File: config.mk
export PLATFORM = sky130hd
export DESIGN_NAME = spi_clock_scheduler
export DESIGN_NICKNAME = d
export VERILOG_FILES = /design/src/rtl/spi_clock_scheduler.sv
export SDC_FILE = /design/constraint.sdc
export NUM_CORES = 1
export LEC_CHECK = 0
export CORE_MARGIN = 2
export CORE_UTILIZATION = 43
export DETAILED_ROUTE_END_ITERATION = 16
export GPL_ROUTABILITY_DRIVEN = 0
export PLACE_DENSITY = 0.76
export SKIP_CTS_REPAIR_TIMING = 1
export SKIP_LAST_GASP = 1
export SLEW_MARGIN = 20
export SYNTH_ARGS = -nofsm -noshare
export SYNTH_HDL_FRONTEND = slang
export SYNTH_SLANG_ARGS = --single-unit
File: constraint.sdc
create_clock -name i_clk -period 2.25 [get_ports i_clk]
set_input_delay 0.3375 -clock i_clk [delete_from_list [all_inputs] [get_ports i_clk]]
set_output_delay 0.3375 -clock i_clk [all_outputs]
set_load 0.1 [all_outputs]
File: src/rtl/spi_clock_scheduler.sv
// Round-robin scheduler that shares one SPI slow-clock divider among NUM_REQ requesters.
// Each grant validates the divisor, loads it, starts one burst and reports done or err.
module spi_clock_scheduler #(
  parameter int NUM_REQ = 4
) (
  input  logic                 i_clk,
  input  logic                 i_rst,
  input  logic [NUM_REQ-1:0]   i_req,
  input  logic [8*NUM_REQ-1:0] i_cdiv,
  output logic [NUM_REQ-1:0]   o_grant,
  output logic [NUM_REQ-1:0]   o_done,
  output logic [NUM_REQ-1:0]   o_err,
  output logic                 o_busy,
  output logic [8:0]           o_div_config,
  output logic                 o_div_start_n,
  input  logic                 i_div_ready,
  output logic [2:0]           o_dbg_state
);

  localparam int IW = (NUM_REQ > 1) ? $clog2(NUM_REQ) : 1;

  typedef enum logic [2:0] {
    S_IDLE      = 3'd0,
    S_CHECK     = 3'd1,
    S_CONFIG    = 3'd2,
    S_START     = 3'd3,
    S_WAIT_BUSY = 3'd4,
    S_WAIT_DONE = 3'd5,
    S_DONE      = 3'd6
  } state_t;

  state_t               state_q;
  logic [IW-1:0]        ptr_q;
  logic [IW-1:0]        idx_q;
  logic [7:0]           div_q;
  logic [1:0]           wait_cnt_q;
  logic [1:0]           retry_q;
  logic [NUM_REQ-1:0]   grant_q;
  logic [NUM_REQ-1:0]   done_q;
  logic [NUM_REQ-1:0]   err_q;
  logic [8:0]           cfg_q;
  logic                 start_n_q;

  logic                 win_vld_d;
  logic [IW-1:0]        win_idx_d;
  logic [7:0]           win_div_d;
  logic [IW-1:0]        ptr_inc_d;

  function automatic logic [NUM_REQ-1:0] onehot(input logic [IW-1:0] k);
    onehot    = '0;
    onehot[k] = 1'b1;
  endfunction

  // Scan from the farthest offset down so the last hit is the first requester at/after ptr.
  always_comb begin
    int j;
    j         = 0;
    win_vld_d = 1'b0;
    win_idx_d = ptr_q;
    for (int i = NUM_REQ - 1; i >= 0; i--) begin
      j = int'(ptr_q) + i;
      if (j >= NUM_REQ) j = j - NUM_REQ;
      if (i_req[j]) begin
        win_vld_d = 1'b1;
        win_idx_d = IW'(j);
      end
    end
    win_div_d = i_cdiv[8*int'(win_idx_d) +: 8];
    ptr_inc_d = (int'(idx_q) == NUM_REQ - 1) ? '0 : idx_q + 1'b1;
  end

  always_ff @(posedge i_clk or posedge i_rst) begin
    if (i_rst) begin
      state_q    <= S_IDLE;
      ptr_q      <= '0;
      idx_q      <= '0;
      div_q      <= '0;
      wait_cnt_q <= '0;
      retry_q    <= '0;
      grant_q    <= '0;
      done_q     <= '0;
      err_q      <= '0;
      cfg_q      <= '0;
      start_n_q  <= 1'b1;
    end else begin
      done_q    <= '0;
      err_q     <= '0;
      cfg_q     <= '0;
      start_n_q <= 1'b1;
      case (state_q)
        S_IDLE: begin
          if (win_vld_d && i_div_ready) begin
            idx_q   <= win_idx_d;
            div_q   <= win_div_d;
            state_q <= S_CHECK;
            // Rejection is flagged on entry so err is visible during CHECK.
            if (win_div_d == 8'd0 || win_div_d[0]) err_q <= onehot(win_idx_d);
          end
        end
        S_CHECK: begin
          if (div_q == 8'd0 || div_q[0]) begin
            ptr_q   <= ptr_inc_d;
            state_q <= S_IDLE;
          end else begin
            grant_q <= onehot(idx_q);
            cfg_q   <= {div_q, 1'b1};
            retry_q <= '0;
            state_q <= S_CONFIG;
          end
        end
        S_CONFIG: begin
          start_n_q <= 1'b0;
          state_q   <= S_START;
        end
        S_START: begin
          wait_cnt_q <= '0;
          state_q    <= S_WAIT_BUSY;
        end
        S_WAIT_BUSY: begin
          if (!i_div_ready) begin
            state_q <= S_WAIT_DONE;
          end else if (wait_cnt_q == 2'd3) begin
            wait_cnt_q <= '0;
            if (retry_q == 2'd3) begin
              // Give up on a silent divider; move ptr on so others are not starved.
              err_q   <= onehot(idx_q);
              grant_q <= '0;
              ptr_q   <= ptr_inc_d;
              state_q <= S_IDLE;
            end else begin
              retry_q   <= retry_q + 2'd1;
              start_n_q <= 1'b0;
              state_q   <= S_START;
            end
          end else begin
            wait_cnt_q <= wait_cnt_q + 2'd1;
          end
        end
        S_WAIT_DONE: begin
          if (i_div_ready) begin
            grant_q <= '0;
            done_q  <= onehot(idx_q);
            state_q <= S_DONE;
          end
        end
        S_DONE: begin
          ptr_q   <= ptr_inc_d;
          state_q <= S_IDLE;
        end
        default: state_q <= S_IDLE;
      endcase
    end
  end

  assign o_grant       = grant_q;
  assign o_done        = done_q;
  assign o_err         = err_q;
  assign o_busy        = (state_q != S_IDLE);
  assign o_div_config  = cfg_q;
  assign o_div_start_n = start_n_q;
  assign o_dbg_state   = state_q;

endmodule
# --- Yosys cells after proc, flatten, opt, wreduce, memory -nomap -nowiden ---
# Cells that the tools add are included.
totals:
  register_bits: 41
  latch_bits: 0
  ram_bits: 0
  rom_bits: 0
  out_inout_bits: 26
  word_cells: 140
  mem_count: 0
classes:
  add_sub_neg: 10
  n_mul: 0
  div: 0
  n_lt_le_gt_ge: 12
  eq_ne: 18
  shift: 1
  muxes: 69
  bitwise: 0
  n_reduce_logical: 19
ops:
  columns: ["cell", "count"]
  rows:
  - ["$lt A32 B4 Y1 const B", 4]
  - ["$mux W32", 4]
  - ["$mux W4", 12]
  - ["$mux W2", 17]
  - ["$shiftx A32 B6 Y8", 1]
  - ["$mux W9", 2]
  - ["$pmux W3 S6", 1]
  - ["$mux W1", 17]
  - ["$logic_not A8 Y1", 2]
  - ["$ne A2 B2 Y1 const B", 8]
  - ["$mux W3", 4]
  - ["$pmux W4 S3", 1]
  - ["$sub A3 B3 Y4 const B", 3]
  - ["$reduce_and A5 Y1", 2]
  - ["$eq A3 B3 Y1 const B", 3]
  - ["$ge A3 B3 Y1 const B", 3]
  - ["$reduce_bool A3 Y1", 3]
  - ["$bmux W1 S2", 4]
  - ["$pmux W2 S2", 2]
  - ["$pmux W4 S2", 1]
  - ["$add A2 B1 Y2 const B", 3]
  - ["$add A2 B2 Y3 const B", 2]
  - ["$eq A3 B2 Y1 const B", 2]
  - ["$lt A2 B3 Y1 const B", 2]
  - ["other kinds (18)", 26]

# --- Depth between registers and ports, before layout ---
# Gate-level depths: netlist of run 1.
depth:
  ltp_word: 17
  ltp_mapped: 9
  mapped_depth_nobuf: 7

# --- Least setup slack after synthesis of run 1 ---
# Ideal clock, no wire load.
synth_path:
  path_kind: "register -> register"
  from: "register state_q[2] (netlist: o_dbg_state[2])"
  to: "register div_q[0]"
  arrival_ns: 2.900
  t_required_ns: 2.125
  setup_slack_ns: -0.775
  stages_incl_launch_ff: 7
  path_buffers: 2
  path_cell_list: "dfrtp_1 -> clkbuf_1 -> clkinv_1 -> nand2_1 -> or2_2 -> buf_4 -> mux2_2"
synth_via:
  elab_chain_cells: 2
synth_rtl:
  columns: ["item", "line_no", "text"]
  rows:
  - ["from (decl)", "32", "state_t state_q;"]
  - ["from (signal assigned)", "74", "state_q <= S_IDLE;"]
  - ["from (signal assigned)", "95", "state_q <= S_CHECK;"]
  - ["from (signal assigned)", "103", "state_q <= S_IDLE;"]
  - ["$logic_not A3 Y1", "90", "case (state_q)"]
  - ["$reduce_and A2 Y1 (no source line)", null, null]
  - ["to (signal assigned)", "94", "div_q <= win_div_d;"]
  - ["to (decl)", "35", "logic [7:0] div_q;"]
# No other way between the ends.
# A chain may end at the register's enable or synchronous reset.

# --- Final worst setup path of run 1 ---
layout_path:
  from: "register ptr_q[1]"
  to: "register err_q[0] (netlist: o_err[0])"
layout_via:
  elab_chain_cells: 17
layout_rtl:
  columns: ["item", "line_no", "text"]
  rows:
  - ["from (decl)", "33", "logic [IW-1:0] ptr_q;"]
  - ["from (signal assigned)", "102", "ptr_q <= ptr_inc_d;"]
  - ["from (signal assigned)", "128", "ptr_q <= ptr_inc_d;"]
  - ["from (signal assigned)", "147", "ptr_q <= ptr_inc_d;"]
  - ["branches (longest 15 deep; another with $sub A3 B3 Y4)", null, null]
  - ["$mux W4 (*)", "92", "if (win_vld_d && i_div_ready) begin"]
  - ["$pmux W4 S2 (*)", "90", null]
  - ["to (signal assigned)", "97", "if (win_div_d == 8'd0 || win_div_d[0]) err_q <= onehot(win_idx_d);"]
  - ["to (signal assigned)", "126", "err_q <= onehot(idx_q);"]
  - ["to (decl)", "40", "logic [NUM_REQ-1:0] err_q;"]
# Mark *: on every way between the ends. The select of a mux whose other input is x is not followed.

==> results of run 1 <==
worst paths after layout:
kind / startpoint / endpoint / slack (ns) / cells past startpoint
worst min register to register: div_q[0] / o_div_config[7] / 0.49 / 1
min in group i_clk: div_q[0] / o_div_config[7] / 0.49 / 1
worst max register to register: ptr_q[1] / o_err[0] / -0.13 / 7
worst max-delay path: ptr_q[1] / o_err[0] / -0.13 / 7
max in group asynchronous: i_rst / o_div_start_n / 1.60 / 3
worst min-delay path: i_rst / o_grant[1] / 0.40 / 3
Yosys cell counts (all sizes together) (4+ instances only):
| library cell | count | area [µm²] |
|---|---|---|
| dfrtp | 40 | 1000 |
| ha | 6 | 75.1 |
| nand2 | 34 | 128 |
| or3 | 4 | 25.0 |
| o31ai | 4 | 30.0 |
| nand2b | 4 | 25.0 |
| or2 | 4 | 25.0 |
| clkbuf | 7 | 36.3 |
| buf | 4 | 31.3 |
| nor4 | 7 | 43.8 |
| o21ai | 16 | 83.8 |
| nand3 | 11 | 60.1 |
| a21oi | 7 | 38.8 |
| nor2 | 13 | 48.8 |
| and3 | 13 | 87.6 |
| nor3 | 7 | 45.0 |
| mux2i | 8 | 80.1 |
| o221ai | 6 | 52.6 |
| or4 | 4 | 30.0 |
| inv | 16 | 60.1 |
kinds of logic (layout without fill, tap and decap cells):
| group | after synthesis | after routing |
|---|---|---|
| mux | 11 | 11 |
| other cells | 1 | 1 |
| simple gates | 110 | 110 |
| flops | 41 | 41 |
| fa+ha+maj | 6 | 6 |
| compound gates | 51 | 51 |
| buf+inv | 28 | 132 |
final cells by class:
class | count | area share, %
multi-input cells | 179 | 35.3
flip-flops and latches | 41 | 29.6
repair buffers | 107 | 27.4
well taps | 70 | 2.50
clock buffers | 6 | 2.36
inverters | 17 | 1.82
clock inverters | 2 | 1.07
critical path: stages (launching register included):
cell and delay, ns:
dfrtp_2 0.45, nand2b_4 0.15, o22a_2 0.23, and3_4 0.17, or4_4 0.53, a32oi_2 0.28, a41oi_4 0.17, o41ai_2 0.29
per-layer routing:
layer  share of wire, %  wire, µm
met3                4.1       236
met1                 46      2600
met4                1.2        69
met5                  0         0
met2                 49      2800
power groups by stage:
stage / registers (W) / logic (W) / clock network (W)
after floorplan: 0.00186 / 0.00116 / 0
after global placement: 0.00115 / 0.00274 / 0
after detailed placement: 0.00116 / 0.00278 / 0
after CTS: 0.00115 / 0.00279 / 0.000625
after global routing: 0.00119 / 0.00313 / 0.000662
final: 0.00116 / 0.00293 / 0.000615
sequential cells by signal, indices dropped and copies added, names as in the netlist:
signal and count:
o_grant 4, div_q 8, retry_q 2, wait_cnt_q 2, o_dbg_state 3, o_done 4
ptr_q 2, o_div_config 9, o_div_start_n 1, idx_q 2, o_err 4
layout by cell type, fill, tap and decap left out, drive strengths merged, types with 3 or more instances in the layout:
cell type	count
clkbuf	6
inv	16
o21ai	16
dfrtp	40
clkdlybuf4s50	34
and3	13
nand3	11
buf	69
or3	4
or4	4
nor3	7
nand2b	4
nand2	34
a32oi	3
dlymetal6s2s	4
ha	6
o221ai	6
o31ai	4
nor4	7
or2	4
nor2b	3
a21oi	7
mux2i	8
mux2	3
nand3b	3
nor2	13
stage by stage:
stage | instance area (µm²) | util [%] | setup WS, ns | cells
6_report | 3500 | 68.1 | -0.130 | 422
5_1_grt | 3500 | 68.1 | -0.231 | 422
4_1_cts | 3380 | 65.8 | -0.292 | 419
3_5_place_dp | 3260 | 63.5 | -0.613 | 411
3_3_place_gp | 3260 | 63.5 | -0.501 | 411
2_1_floorplan | 2320 | - | 0.00130 | 248
==> flow_summary_export.csv, run 1 <==
group,metric,value,unit
timing,finalCritPeriodShare,106,%
yosys,synth_seq_area_share,44.6,%
global_routing,grt_util_all_layers,19.7,%
job,drv_cap,0,
drt,wire_per_inst,13.5,µm
timing,max_freq,0.420,GHz
drt,first_iter_violations,153,
finish,syn2layout_area_growth,51.8,%
power_and_ir_drop,p_leak,1.72,nW
power_and_ir_drop,switching_power,0.00226,W
drt,finalWirelength,5700,µm
power_and_ir_drop,comb_power_share,62.3,%
global_routing,grt_pass1_wl,9560,µm
yosys,yosys.area_share.simple,25.2,%
floorplan,die_y,77.2,µm
timing,finalSetupViolCount,3,
floorplan,rows,26,
yosys,synth_nets,293,
hold_path,hold_class,"input pin to asynchronous set/reset pin",
global_routing,met3_usage,2.24,%
floorplan,core,0.00514,mm²
drt,viasPerCell,5.14,
floorplan,io-pin-count,65,
global_routing,overflow,0,
global_routing,grt_pass1_vias,2076,
yosys,synth.avg_cell_area,9.29,µm²
drt,vias,2169,
timing,hold_viol,0,
power_and_ir_drop,clock_power_share,13.1,%
timing,rsz0062_at_grt,"true",
floorplan,initial_core_util,44.8,%
timing,hold_slack,0.404,ns
power_and_ir_drop,p_seq_share,24.6,%
drt,drtAntennaViolNets,0,
setup_path,critPathArrivalTime,2.58,ns
yosys,yosysWarnings,0,
yosys,synthXorXnorAreaFrac,0,%
clock_tree,cts_buffers,5,
yosys,synthesis.area,0.00230,mm²
yosys,synth_edf_count,0,
power_and_ir_drop,power_report.internal_total,0.00244,W
yosys,synthAdderAreaFrac,3.26,%
yosys,synth_mux_area_share,4.94,%
timing,finalMaxSlewViolations,0,
power_and_ir_drop,peakVddDrop,729,µV
floorplan,die_area,0.00596,mm²
timing,skew,0.00403,ns
timing,worst_slack,-0.130,ns
power_and_ir_drop,swShare,48.1,%
setup_path,cp-end-kind,"flop",
yosys,synth_cells,248,
yosys,async_reset_ff_share,100,%
run_status,status,"complete, but fails checks",
power_and_ir_drop,total_power,0.00470,W
yosys,synth_top_family_by_area,"simple AND/OR/NAND/NOR gates",
clock_tree,cts_max_level,2,
setup_path,path_max_fanout,6,
setup_path,criticalPathCategory,"flop to flop",
finish,diodes,0,
global_routing,grt_use_met2,31.9,%
global_routing,grt-busiest-layer,"met2",
timing,tns,-0.380,ns
clock_tree,worst_skew_pair.late_latency,0.29,ns
clock_tree,cts.sinks,41,
placed_design,hpwl,4400,µm
yosys,ys_ff_latch,41,
finish,layout-drive-gt1-share,31.8,%
yosys,synth_flop_cell,"dfrtp_1",
global_routing,antenna_found_initial,0,
clock_tree,cts_buffer_depth,2,
finish,multiInputGateArea,0.00123,mm²
finish,fillers,426,
placed_design,numPortBuffers,64,
clock_tree,cts_tree,"yes",
timing,finalCriticalPeriod,2.38,ns
global_routing,grt_start_max_net_pins,42,
global_routing,use_met1,27.7,%
power_and_ir_drop,power_density,1340,mW/mm²
setup_path,start_kind,"flop",
run_status,violations,"negative setup slack",
drt,dr.pass1.iters,4,
setup_path,required,2.45,ns
clock_tree,root_buffer,"clkbuf_8",
drt,route.detailed.drc,0,
yosys,synth-compound-area-share,16.2,%
clock_tree,clkTransAtPathRegs,0.08,ns
finish,layout.nets,396,
yosys,ys_types,51,
floorplan,die_w,77.2,µm
finish,regArea,0.00103,mm²
Power figures use the tool's default switching activity.
==> run 2: changes to the inputs <==
--- a/config.mk
+++ b/config.mk
@@ -9,6 +9,7 @@
 export CORE_UTILIZATION = 43
 export DETAILED_ROUTE_END_ITERATION = 16
 export GPL_ROUTABILITY_DRIVEN = 0
+export HOLD_SLACK_MARGIN = 0.06
 export PLACE_DENSITY = 0.76
 export SKIP_CTS_REPAIR_TIMING = 1
 export SKIP_LAST_GASP = 1
==> results of run 2 <==
The final DEF is identical to that of run 1; final timing and power are the same.
==> run 3: changes to the inputs <==
--- a/config.mk
+++ b/config.mk
@@ -8,7 +8,6 @@
 export CORE_MARGIN = 2
 export CORE_UTILIZATION = 43
 export DETAILED_ROUTE_END_ITERATION = 16
-export GPL_ROUTABILITY_DRIVEN = 0
 export HOLD_SLACK_MARGIN = 0.06
 export PLACE_DENSITY = 0.76
 export SKIP_CTS_REPAIR_TIMING = 1
==> results of run 3 <==
The final DEF is identical to that of run 1; final timing and power are the same.
